$ cat src/rtl/approx_mul_pkg.sv
// Shared definitions for the approximate-multiplier characterisation monitors.
package approx_mul_pkg;

  // Monitor control states: wait for start, collect a window, flush the pipeline, present results.
  typedef enum logic [1:0] {
    IDLE  = 2'd0,
    RUN   = 2'd1,
    DRAIN = 2'd2,
    DONE  = 2'd3
  } mon_state_t;

  localparam int OP_W   = 8;
  localparam int PROD_W = 16;

endpackage

$ cat src/rtl/approx_ed_calc.sv
// Error-distance calculator: compares an approximate product against the exact x*y.
module approx_ed_calc
  import approx_mul_pkg::*;
(
  input  logic [OP_W-1:0]   x,
  input  logic [OP_W-1:0]   y,
  input  logic [PROD_W-1:0] z,
  output logic [PROD_W-1:0] ed,
  output logic              nonzero
);

  logic [PROD_W-1:0] exact;
  logic [PROD_W:0]   diff;

  // Exact product, signed difference and its magnitude; the magnitude never exceeds 16 bits.
  always_comb begin
    exact   = PROD_W'(x) * PROD_W'(y);
    diff    = {1'b0, exact} - {1'b0, z};
    ed      = diff[PROD_W] ? PROD_W'(-diff) : diff[PROD_W-1:0];
    nonzero = (exact != z);
  end

endmodule

$ cat src/rtl/approx_mul_err_monitor.sv
// Windowed error-statistics monitor: accumulates sum/max error distance and error count
// over 2^WIN_LOG2 samples and presents them on a valid/ready handshake.
module approx_mul_err_monitor
  import approx_mul_pkg::*;
#(
  parameter int WIN_LOG2 = 8,
  parameter int ACC_W    = 16 + WIN_LOG2
) (
  input  logic                clk,
  input  logic                rst_n,
  input  logic                start,
  input  logic                in_valid,
  output logic                in_ready,
  input  logic [OP_W-1:0]     x,
  input  logic [OP_W-1:0]     y,
  input  logic [PROD_W-1:0]   z,
  output logic                busy,
  output logic                done_valid,
  input  logic                done_ready,
  output logic [ACC_W-1:0]    sum_ed,
  output logic [PROD_W-1:0]   max_ed,
  output logic [WIN_LOG2:0]   err_cnt
);

  localparam int CNT_W = WIN_LOG2 + 1;
  localparam logic [CNT_W-1:0] LAST_IDX = CNT_W'((1 << WIN_LOG2) - 1);

  mon_state_t        state;
  mon_state_t        state_nxt;
  logic [CNT_W-1:0]  sample_cnt;
  logic              accept;
  logic              win_clear;

  logic              s1_valid;
  logic [OP_W-1:0]   s1_x;
  logic [OP_W-1:0]   s1_y;
  logic [PROD_W-1:0] s1_z;

  logic              s2_valid;
  logic [PROD_W-1:0] s2_ed;
  logic              s2_nz;

  logic [PROD_W-1:0] calc_ed;
  logic              calc_nz;

  assign in_ready   = (state == RUN);
  assign busy       = (state == RUN) || (state == DRAIN);
  assign done_valid = (state == DONE);
  assign accept     = in_valid & in_ready;
  assign win_clear  = (state == IDLE) && start;

  approx_ed_calc u_ed_calc (
    .x       (s1_x),
    .y       (s1_y),
    .z       (s1_z),
    .ed      (calc_ed),
    .nonzero (calc_nz)
  );

  // Next-state logic; the final accept closes the window, and DONE waits for the consumer.
  always_comb begin
    state_nxt = state;
    case (state)
      IDLE:    if (start) state_nxt = RUN;
      RUN:     if (accept && (sample_cnt == LAST_IDX)) state_nxt = DRAIN;
      DRAIN:   if (!s1_valid && !s2_valid) state_nxt = DONE;
      DONE:    if (done_ready) state_nxt = IDLE;
      default: state_nxt = IDLE;
    endcase
  end

  // State register.
  always_ff @(posedge clk or negedge rst_n) begin
    if (!rst_n) state <= IDLE;
    else        state <= state_nxt;
  end

  // Sample counter, cleared when a window opens and stepped by each accepted sample.
  always_ff @(posedge clk or negedge rst_n) begin
    if (!rst_n)         sample_cnt <= '0;
    else if (win_clear) sample_cnt <= '0;
    else if (accept)    sample_cnt <= sample_cnt + CNT_W'(1);
  end

  // S1: capture the operand pair and approximate product on the accepting edge.
  always_ff @(posedge clk or negedge rst_n) begin
    if (!rst_n) begin
      s1_valid <= 1'b0;
      s1_x     <= '0;
      s1_y     <= '0;
      s1_z     <= '0;
    end else begin
      s1_valid <= accept;
      if (accept) begin
        s1_x <= x;
        s1_y <= y;
        s1_z <= z;
      end
    end
  end

  // S2: register the error distance and the erroneous-sample flag.
  always_ff @(posedge clk or negedge rst_n) begin
    if (!rst_n) begin
      s2_valid <= 1'b0;
      s2_ed    <= '0;
      s2_nz    <= 1'b0;
    end else begin
      s2_valid <= s1_valid;
      if (s1_valid) begin
        s2_ed <= calc_ed;
        s2_nz <= calc_nz;
      end
    end
  end

  // S3: fold each sample into the window statistics; these hold steady outside updates.
  always_ff @(posedge clk or negedge rst_n) begin
    if (!rst_n) begin
      sum_ed  <= '0;
      max_ed  <= '0;
      err_cnt <= '0;
    end else if (win_clear) begin
      sum_ed  <= '0;
      max_ed  <= '0;
      err_cnt <= '0;
    end else if (s2_valid) begin
      sum_ed  <= sum_ed + ACC_W'(s2_ed);
      if (s2_ed > max_ed) max_ed <= s2_ed;
      err_cnt <= err_cnt + CNT_W'(s2_nz);
    end
  end

endmodule

$ cat config.mk
export PLATFORM = sky130hd
export DESIGN_NAME = approx_mul_err_monitor
export DESIGN_NICKNAME = d
export VERILOG_FILES = /design/src/rtl/approx_mul_pkg.sv /design/src/rtl/approx_ed_calc.sv /design/src/rtl/approx_mul_err_monitor.sv
export SDC_FILE = /design/constraint.sdc
export NUM_CORES = 1
export LEC_CHECK = 0
export BUFFER_PORTS_ARGS = -buffer_cell sky130_fd_sc_hd__buf_2
export CAP_MARGIN = 10
export CORE_MARGIN = 4
export CORE_UTILIZATION = 55
export CTS_CLUSTER_SIZE = 10
export DETAILED_ROUTE_END_ITERATION = 7
export PLACE_DENSITY_LB_ADDON = 0.1
export SYNTH_ARGS = -nofsm -noshare
export SYNTH_HDL_FRONTEND = slang
export SYNTH_SLANG_ARGS = --single-unit
export TNS_END_PERCENT = 50
$ cat constraint.sdc
create_clock -name clk -period 5.85 [get_ports clk]
set_clock_uncertainty 0.2 [all_clocks]
set_input_delay 0.585 -clock clk [delete_from_list [all_inputs] [get_ports clk]]
set_output_delay 0.585 -clock clk [all_outputs]
set_load 0.01 [all_outputs]
* Word-level counts from Yosys, hierarchy flattened *
Cells that the tools add are included.

word-level totals
  latch bits = 0
  memory bits (read-only) = 0
  memories = 0
  RAM bits = 0
  word-level logic and storage cells = 56
  flip-flop bits (word level) = 111

operators by class
  eq/ne operators = 9
  div/mod/pow operators = 0
  bitwise logic cells = 1
  muxes and demuxes = 15
  reduce and logical (&&, ||, !) cells = 12
  shift operators = 0
  $lt $le $gt $ge = 1
  multipliers = 1
  $add $sub $neg = 5

operator list
  operator               number
  $mux W16               4
  $mux W24               2
  $mux W9                4
  $add A24 B16 Y24       1
  $sub A16 B16 Y17       1
  $gt A16 B16 Y1         1
  $mul A8 B8 Y16         1
  $ne A16 B16 Y1         1
  $neg A16 Y16           1
  $add A9 B1 Y9          1
  $add A9 B1 Y9 const B  1
  $eq A9 B8 Y1 const B   1
  $mux W2                4
  $pmux W2 S4            1
  $ne A2 B1 Y1 const B   3
  $reduce_bool A2 Y1     3
  $eq A2 B2 Y1 const B   2
  $reduce_and A4 Y1      1
  $logic_and A1 B1 Y1    3
  $eq A2 B1 Y1 const B   1
  $logic_not A1 Y1       2
  $logic_not A2 Y1       1
  $ne A2 B2 Y1 const B   1
  $reduce_and A2 Y1      1
  2 further kinds        2

* Longest topological paths before layout *
Gate-level depths: netlist (run 1).

  word-level depth = 5
  gate-level depth with buffers = 26
  depth with buffers taken out = 25

* By module *
Synthesis (run 1) repeated with hierarchy kept, for this count alone.

unflattened totals
  cell total of the unflattened synthesis = 975
  area total of the unflattened synthesis = 9354.0 um2

modules (own cells, without submodules)
  module                  seq. area each (um2)  cells an instance  times used  area each (um2)
  approx_mul_err_monitor  2777.7                535                1           5818.1
  approx_ed_calc          0.0                   440                1           3535.9

* Worst setup path after synthesis (run 1) *
Ideal clock, no wire load.

  path type = reg-to-reg
  start point = register s1_x[1]
  end point = register s2_ed[14]
  stages on the path, launching flop included = 24
  data required time = 5581 ps
  setup slack = -485 ps
  arrival time = 6066 ps
  library setup time = 69 ps
  cell sequence = dfrtp_1 -> and2_1 -> fa_1 -> fa_1 -> inv_1 -> fa_1 -> fa_1 -> inv_1 -> ha_1 -> a21oi_1 -> nor2b_1 -> o21a_1 -> or3_1 -> a31oi_1 -> xnor2_1 -> ha_1 -> clkbuf_1 -> and4_1 -> and3_1 -> a2111oi_0 -> xnor2_1 -> nor3_1 -> a2111o_1 -> nand3_1

between the ends
  longest elaborated chain between the ends = 4

ends and longest elaborated chain
  item                    line                           RTL
  start, declared         approx_mul_err_monitor.sv:35   logic [OP_W-1:0] s1_x;
  start signal, assigned  approx_mul_err_monitor.sv:89   s1_x <= '0;
  start signal, assigned  approx_mul_err_monitor.sv:95   s1_x <= x;
  $mul A8 B8 Y16 (*)      approx_ed_calc.sv:17           exact = PROD_W'(x) * PROD_W'(y);
  $sub A16 B16 Y17 (*)    approx_ed_calc.sv:18           diff = {1'b0, exact} - {1'b0, z};
  $neg A16 Y16            approx_ed_calc.sv:19           ed = diff[PROD_W] ? PROD_W'(-diff) : diff[PROD_W-1:0];
  $mux W16 (*)            approx_ed_calc.sv:19
  end signal, assigned    approx_mul_err_monitor.sv:111  s2_ed <= calc_ed;
  end, declared           approx_mul_err_monitor.sv:40   logic [PROD_W-1:0] s2_ed;

Every way passes the cells marked *; elsewhere a longest branch is shown, timed or not.
A chain may end at the register's enable or synchronous reset.

* Worst setup path after layout (run 1) *
  start point = register s1_x[3]
  end point = register s2_ed[15]

Same word-level chain as after synthesis.

==> run_results.csv, run 1 <==
group,metric,value,unit
placed_design,port_buffers,88,
floorplanning,dieArea,18700,sq um
drt,drc,0,
clocking,clockBufferDepth,2,
drt,drtIter0Drc,373,
floorplanning,die_w,137,um
placed_design,dpl_cell_area,10300,sq um
clocking,cts_buffers,9,
critical_path,slowest_stage,"fa_1",
clocking,numClockSinks,111,
power,irDropWorstVdd,0.000376,V
clocking,root_buffer,"clkbuf_16",
synth,syn-instance-count,1041,
critical_path,critical_path.most_common_cell,"fa_1",
drt,avgViaCountPerCell,5.43,
critical_path,r2r_setup_slack,-0.23,ns
critical_path,rr_endpoint,"s2_ed[15]",
floorplanning,die_h,137,um
synth,syn_nets,1210,
clocking,cts_tree,"yes",
run_status,status,"finished, violations left",
critical_path,critPathMaxStageDelay,0.55,ns
clocking,clkTransAtPathRegs,0.08,ns
critical_path,timing.rr.start,"s1_x[3]",
sta,fmax,0.164,GHz
drt,vias,7625,
synth,syn_area_per_cell,8.75,sq um
run_status,violations,"negative setup slack",
grt,grt_max_degree,59,
sta,setup_viol,7,
power,p_leak,5.36,nW
floorplanning,core_area,16100,sq um
flow_run,max_cap_viol_count,0,
drt,drtPass1Iterations,5,
cells_and_area,nets,1352,
critical_path,crit_family,"adder cells",
critical_path,cp_num_buf_inv,4,
grt,antenna_found_initial,0,
floorplanning,row_count,46,
critical_path,ff2ff_path_depth,24,
clocking,htreeDepth,3,
power,cellPowerDensity,595,nW/um^2
cells_and_area,area_delta_synth_final,19.3,%
synth,async_reset_ff_share,100,%
synth,synth_ff_type,"dfrtp_1",
clocking,clkLatencyLatePin,0.37,ns
drt,wire_per_inst,15.0,um
synth,synthesis.area,9110,sq um
sta,drv_slew,0,
synth,yosysSeqAreaShare,30.5,%
sta,worstMarginPinSlew,0.745,ns
critical_path,worstPathRequired,5.95,ns
drt,wirelength,21000,um
critical_path,end_kind,"flop",
synth,ys_warn_count,0,
sta,fin_crit_sh,104,%
cells_and_area,finalInstanceArea,10900,sq um
sta,rsz0062_at_grt,"true",
clocking,cts_hold_buf,0,
placed_design,dp_hpwl,16400,um
synth,synth_seq_cells,111,
sta,hold_viol_final,0,
sta,max_slew_margin,50.3,%
critical_path,cp-start-kind,"flop",
cells_and_area,diodes,0,
cells_and_area,layout-drive-gt1-share,21.2,%
critical_path,worstPathCellList,"nand2_2, fa_1, fa_1, inv_2, fa_1, inv_2, fa_1, inv_2, ha_4, nor2b_4, o21a_1, or3_1, a31oi_1, xnor2_1, ha_1, a21oi_2, o21a_1, mux2i_1, o41ai_2, a211oi_2, buf_4, nor4b_4, a2111o_1, nand3_2",
synth,synth_edf_count,0,
critical_path,critical_path_class,"reg -> reg",
floorplanning,ios,89,
grt,overflow,0,
sta,fin_setup_tns,-0.779,ns
sta,fin_crit,6.08,ns
synth,synth_cell_types,59,
floorplanning,start_util,56.7,%
grt,grt_pass1_vias,7536,
grt,gr-usage-all-layers,23.7,%
placed_design,gp_congestion,0.935,
hold_path,hold_path_class,"in -> async",
critical_path,cp.arrival,6.19,ns
drt,postRouteAntennaNets,0,
sta,setup_ws,-0.232,ns
grt,grt_pass1_wl,35900,um
critical_path,critPathMaxFanout,7,
==> cell usage in the layout, fill, tap and decap left out, types with 9 or more instances in the layout <==
master and count:
nand2_1 107, dfrtp_1 104, inv_1 92, ha_1 90, buf_2 87, nor2_1 79, buf_4 75, o21ai_0 61
a21oi_1 59, and2_1 49, fa_1 35, xnor2_1 33, nand3_1 29, xor2_1 23, nor3_1 20, mux2i_1 16
a21o_1 14, nor2b_1 13, or3_1 13, nand4_1 12, a211oi_1 11, o21a_1 10, and3_1 9, and2_4 9
nand2b_1 9, clkbuf_16 9
==> sequential cells by signal (all words and copies together) (netlist names) <==
register,count
s2_ed,16
sample_cnt,9
s2_nz,1
err_cnt,9
s1_x,8
max_ed,16
s1_z,16
state,2
s1_y,8
s2_valid,1
sum_ed,24
s1_valid,1
==> cells in the mapped netlist, types with 8 or more instances <==
cell type,count,area share (%)
a211oi_1,13,1.1
a21o_1,14,1.2
a21oi_1,64,3.5
and2_1,59,4.1
and3_1,10,0.69
buf_1,8,0.33
clkbuf_1,22,0.91
dfrtp_1,111,30
fa_1,38,8.4
ha_1,94,13
inv_1,98,4.0
mux2i_1,16,1.8
nand2_1,112,4.6
nand2b_1,9,0.62
nand3_1,32,1.8
nand4_1,12,0.82
nor2_1,80,3.3
nor2b_1,14,0.96
nor3_1,22,1.2
o21a_1,10,0.82
o21ai_0,62,3.4
or3_1,13,0.89
xnor2_1,33,3.2
xor2_1,23,2.2
==> layer usage <==
| metal | part of all wire, % | wire [um] | up-vias | track usage, % |
|---|---|---|---|---|
| li1 | - | - | 3847 | - |
| met1 | 45 | 9380 | 3644 | 29.6 |
| met2 | 51 | 10800 | 108 | 42.8 |
| met3 | 2.6 | 541 | 26 | 3.16 |
| met4 | 1.7 | 362 | 0 | 6.61 |
| met5 | 0 | 0 | - | 0 |
==> worst max path at each step <==
stage	startpoint	to	slack, ns	cells past startpoint
final	s1_x[3]	s2_ed[15]	-0.23	24
after global routing	s1_x[3]	s2_ed[15]	-0.55	24
after CTS	s1_x[0]	s2_ed[13]	-0.16	23
after detailed placement	s1_x[1]	s2_ed[7]	-0.30	21
after global placement	s1_y[4]	s2_ed[11]	-0.15	21
after floorplan	s1_y[5]	s2_ed[13]	-0.12	24
==> cell type report <==
cell class / count / area, sq um
multi-input combinational: 800 / 6100
fill: 1333 / 5190
timing repair buffer: 163 / 1010
clock buffer: 9 / 225
sequential: 111 / 2790
clock inverter: 7 / 108
inverter: 98 / 368
tap: 216 / 270
==> where the power goes <==
part / leakage [nW] / switching, W / internal [W] / total [W]
logic: 3.96 / 0.00242 / 0.00212 / 0.00454
registers: 1.25 / 0.000241 / 0.000998 / 0.00124
clock network: 0.151 / 0.000304 / 0.000381 / 0.000685
==> cells by family after synthesis <==
| group | synth area share [%] |
|---|---|
| buffers and inverters | 5.38 |
| and+or+nand+nor | 20.0 |
| AOI/OAI and AO/OA | 15.2 |
| adders and majority gates | 21.3 |
| xor gates and xnor gates | 5.38 |
| DFF | 30.5 |
| muxes | 2.25 |
==> timing repair <==
action,4_1_cts,5_1_grt
setup buffers,3,3
gates cloned,0,0
hold endpoints to repair,0,0
endpoints found under the setup margin,15,15
pin swaps,35,13
resized for setup,36,16
==> per-stage QoR <==
step                      setup WS (ns)  hold WS (ns)  total power [W]  cells  utilization, %
after global placement           -0.146         0.289          0.00544   1382            64.2
after global routing             -0.552         0.124          0.00708   1404            67.7
after detailed placement         -0.298         0.298          0.00555   1382            64.2
final                            -0.232        0.0601          0.00647   1404            67.7
after CTS                        -0.156        0.0924          0.00638   1401            67.2
after floorplan                  -0.119        0.0894          0.00429   1041               -
No activity file was read; power rests on OpenSTA's default activity.
==> run 2: changes to the inputs <==
CAP_MARGIN = 30   (was 10)
RECOVER_POWER = 25   (was default)
==> run_results.csv, run 2 (synthesis gave the netlist of run 1 again) <==
group,metric,value,unit
critical_path,crit_start,"s1_x[3]",
cells_and_area,area_delta_synth_final,19.2,%
grt,grt_pass1_vias,7536,
clocking,root_buffer,"clkbuf_16",
run_status,violations,"max-capacitance violations, max-slew violations, negative setup slack",
critical_path,worstPathRequired,5.95,ns
floorplanning,ios,89,
critical_path,cp.arrival,6.19,ns
sta,max_slew_margin,-108,%
grt,use_met2,42.8,%
run_status,status,"finished, violations left",
critical_path,crit_path_end,"s2_ed[15]",
power,clkPwrFrac,10.6,%
clocking,cts_hold_buf,0,
drt,postRouteAntennaNets,0,
sta,rsz0062_at_grt,"true",
critical_path,end_kind,"flop",
floorplanning,start_util,56.7,%
cells_and_area,regMostFlops,"sum_ed",
grt,use_met3,3.16,%
clocking,cts_tree,"yes",
placed_design,dp_hpwl,16400,um
drt,vias,7626,
grt,grt_max_degree,59,
cells_and_area,layout_commonest_cell,"nand2_1",
grt,overflow,0,
sta,worstMarginPinSlew,3.11,ns
placed_design,port_buffers,88,
sta,whs,0.205,ns
cells_and_area,mostFrequentLayoutCells,"nand2_1, dfrtp_1, inv_1",
clocking,numClockSinks,111,
grt,gr-usage-all-layers,23.7,%
sta,fin_crit,6.08,ns
drt,avgViaCountPerCell,5.43,
clocking,clkLatencyLatePin,0.37,ns
grt,grt_pass1_wl,35900,um
placed_design,place_inst,1382,
sta,setup_viol,7,
grt,grt.busiest_layer,"met2",
cells_and_area,nets,1352,
floorplanning,core_area,16100,sq um
critical_path,r2r_setup_slack,-0.23,ns
drt,drc,0,
cells_and_area,diodes,0,
floorplanning,row_count,46,
cells_and_area,largest_reg_flops,24,
floorplanning,die_w,137,um
flow_run,max_cap_viol_count,1,
cells_and_area,final_cells,1404,
cells_and_area,layout-drive-gt1-share,20.7,%
clocking,clkTransAtPathRegs,0.08,ns
critical_path,timing.rr.start,"s1_x[3]",
hold_path,min_from,"x[5]",
sta,fin_crit_sh,104,%
power,power.internal,0.00350,W
drt,wire_per_inst,15.0,um
grt,use_met1,29.6,%
clocking,clockBufferDepth,2,
critical_path,critPathMaxFanout,7,
sta,drv_slew,59,
power,p_sw_share,45.9,%
grt,antenna_found_initial,0,
drt,drtIter0Drc,379,
critical_path,rr_endpoint,"s2_ed[15]",
power,cellPowerDensity,595,nW/um^2
drt,drtPass1Iterations,5,
power,p_sw,0.00297,W
hold_path,hold_path_class,"in -> reg",
clocking,cts_buffers,9,
clocking,htreeDepth,3,
power,power_frac_comb,70.2,%
floorplanning,die_h,137,um
placed_design,gp_congestion,0.935,
drt,wirelength,21000,um
sta,setup_ws,-0.232,ns
critical_path,cp-start-kind,"flop",
sta,fmax,0.164,GHz
floorplanning,dieArea,18700,sq um
power,p_seq_share,19.2,%
critical_path,ff2ff_path_depth,24,
power,irDropWorstVdd,0.000376,V
placed_design,place_ws,-0.298,ns
sta,hold_viol_final,0,
power,p_leak,5.35,nW
critical_path,critical_path_class,"reg -> reg",
==> run 2: changes by cell type in the layout (fill, tap and decap cells not counted) <==
cell	change
buf_2	-5
buf_4	-1
clkbuf_1	+6
==> run 2: worst max-delay path, stage by stage, from the launching register on <==
cell and delay, ns:
dfrtp_2 0.44, nand2_2 0.08, fa_1 0.51, fa_1 0.51
inv_2 0.04, fa_1 0.54, inv_2 0.04, fa_1 0.55
inv_2 0.05, ha_4 0.21, nor2b_4 0.12, o21a_1 0.21
or3_1 0.31, a31oi_1 0.20, xnor2_1 0.14, ha_1 0.30
a21oi_2 0.15, o21a_1 0.17, mux2i_1 0.25, o41ai_2 0.12
a211oi_2 0.15, buf_4 0.16, nor4b_4 0.05, a2111o_1 0.45
nand3_2 0.07
==> run 2: cell type report <==
type	count	area, sq um
multi-input combinational	800	6100
fill	1334	5200
sequential	111	2790
timing repair buffer	163	1000
inverter	98	368
tap	216	270
clock buffer	9	225
clock inverter	7	108
==> run 2: layer usage <==
metal	vias up	wire length [um]
met5	-	0
met4	0	362
met3	26	539
met2	110	10800
met1	3643	9390
li1	3847	-
==> run 2: timing repair <==
item | CTS | global route
setup endpoints to repair | 15 | 15
pin swaps | 35 | 13
gates resized for setup | 36 | 16
hold endpoints to repair | 0 | 0
buffers inserted | 3 | 3
==> run 2: how the worst min path moves through the flow <==
stage / end / cells after the start
2_1_floorplan: err_cnt[0] / 0
4_1_cts: sum_ed[21] / 1
3_5_place_dp: s1_z[0] / 2
5_1_grt: s1_x[5] / 3
3_3_place_gp: s1_z[0] / 2
6_report: s1_x[5] / 3
==> run 2: power by group through the flow <==
| stage | logic, W | clock network [W] | registers [W] |
|---|---|---|---|
| 3_5_place_dp | 0.00430 | 0 | 0.00125 |
| 3_3_place_gp | 0.00420 | 0 | 0.00125 |
| 5_1_grt | 0.00508 | 0.000729 | 0.00127 |
| 4_1_cts | 0.00443 | 0.000702 | 0.00124 |
| 6_report | 0.00454 | 0.000684 | 0.00124 |
| 2_1_floorplan | 0.00305 | 0 | 0.00123 |
==> run 2: stage by stage <==
step | instance area [sq um] | utilization [%] | total power [W] | TNS (ns)
2_1_floorplan | 9200 | - | 0.00429 | -0.302
3_3_place_gp | 10300 | 64.2 | 0.00544 | -1.18
3_5_place_dp | 10300 | 64.2 | 0.00555 | -3.00
4_1_cts | 10800 | 67.2 | 0.00638 | -0.490
5_1_grt | 10900 | 67.6 | 0.00708 | -4.45
6_report | 10900 | 67.6 | 0.00647 | -0.781
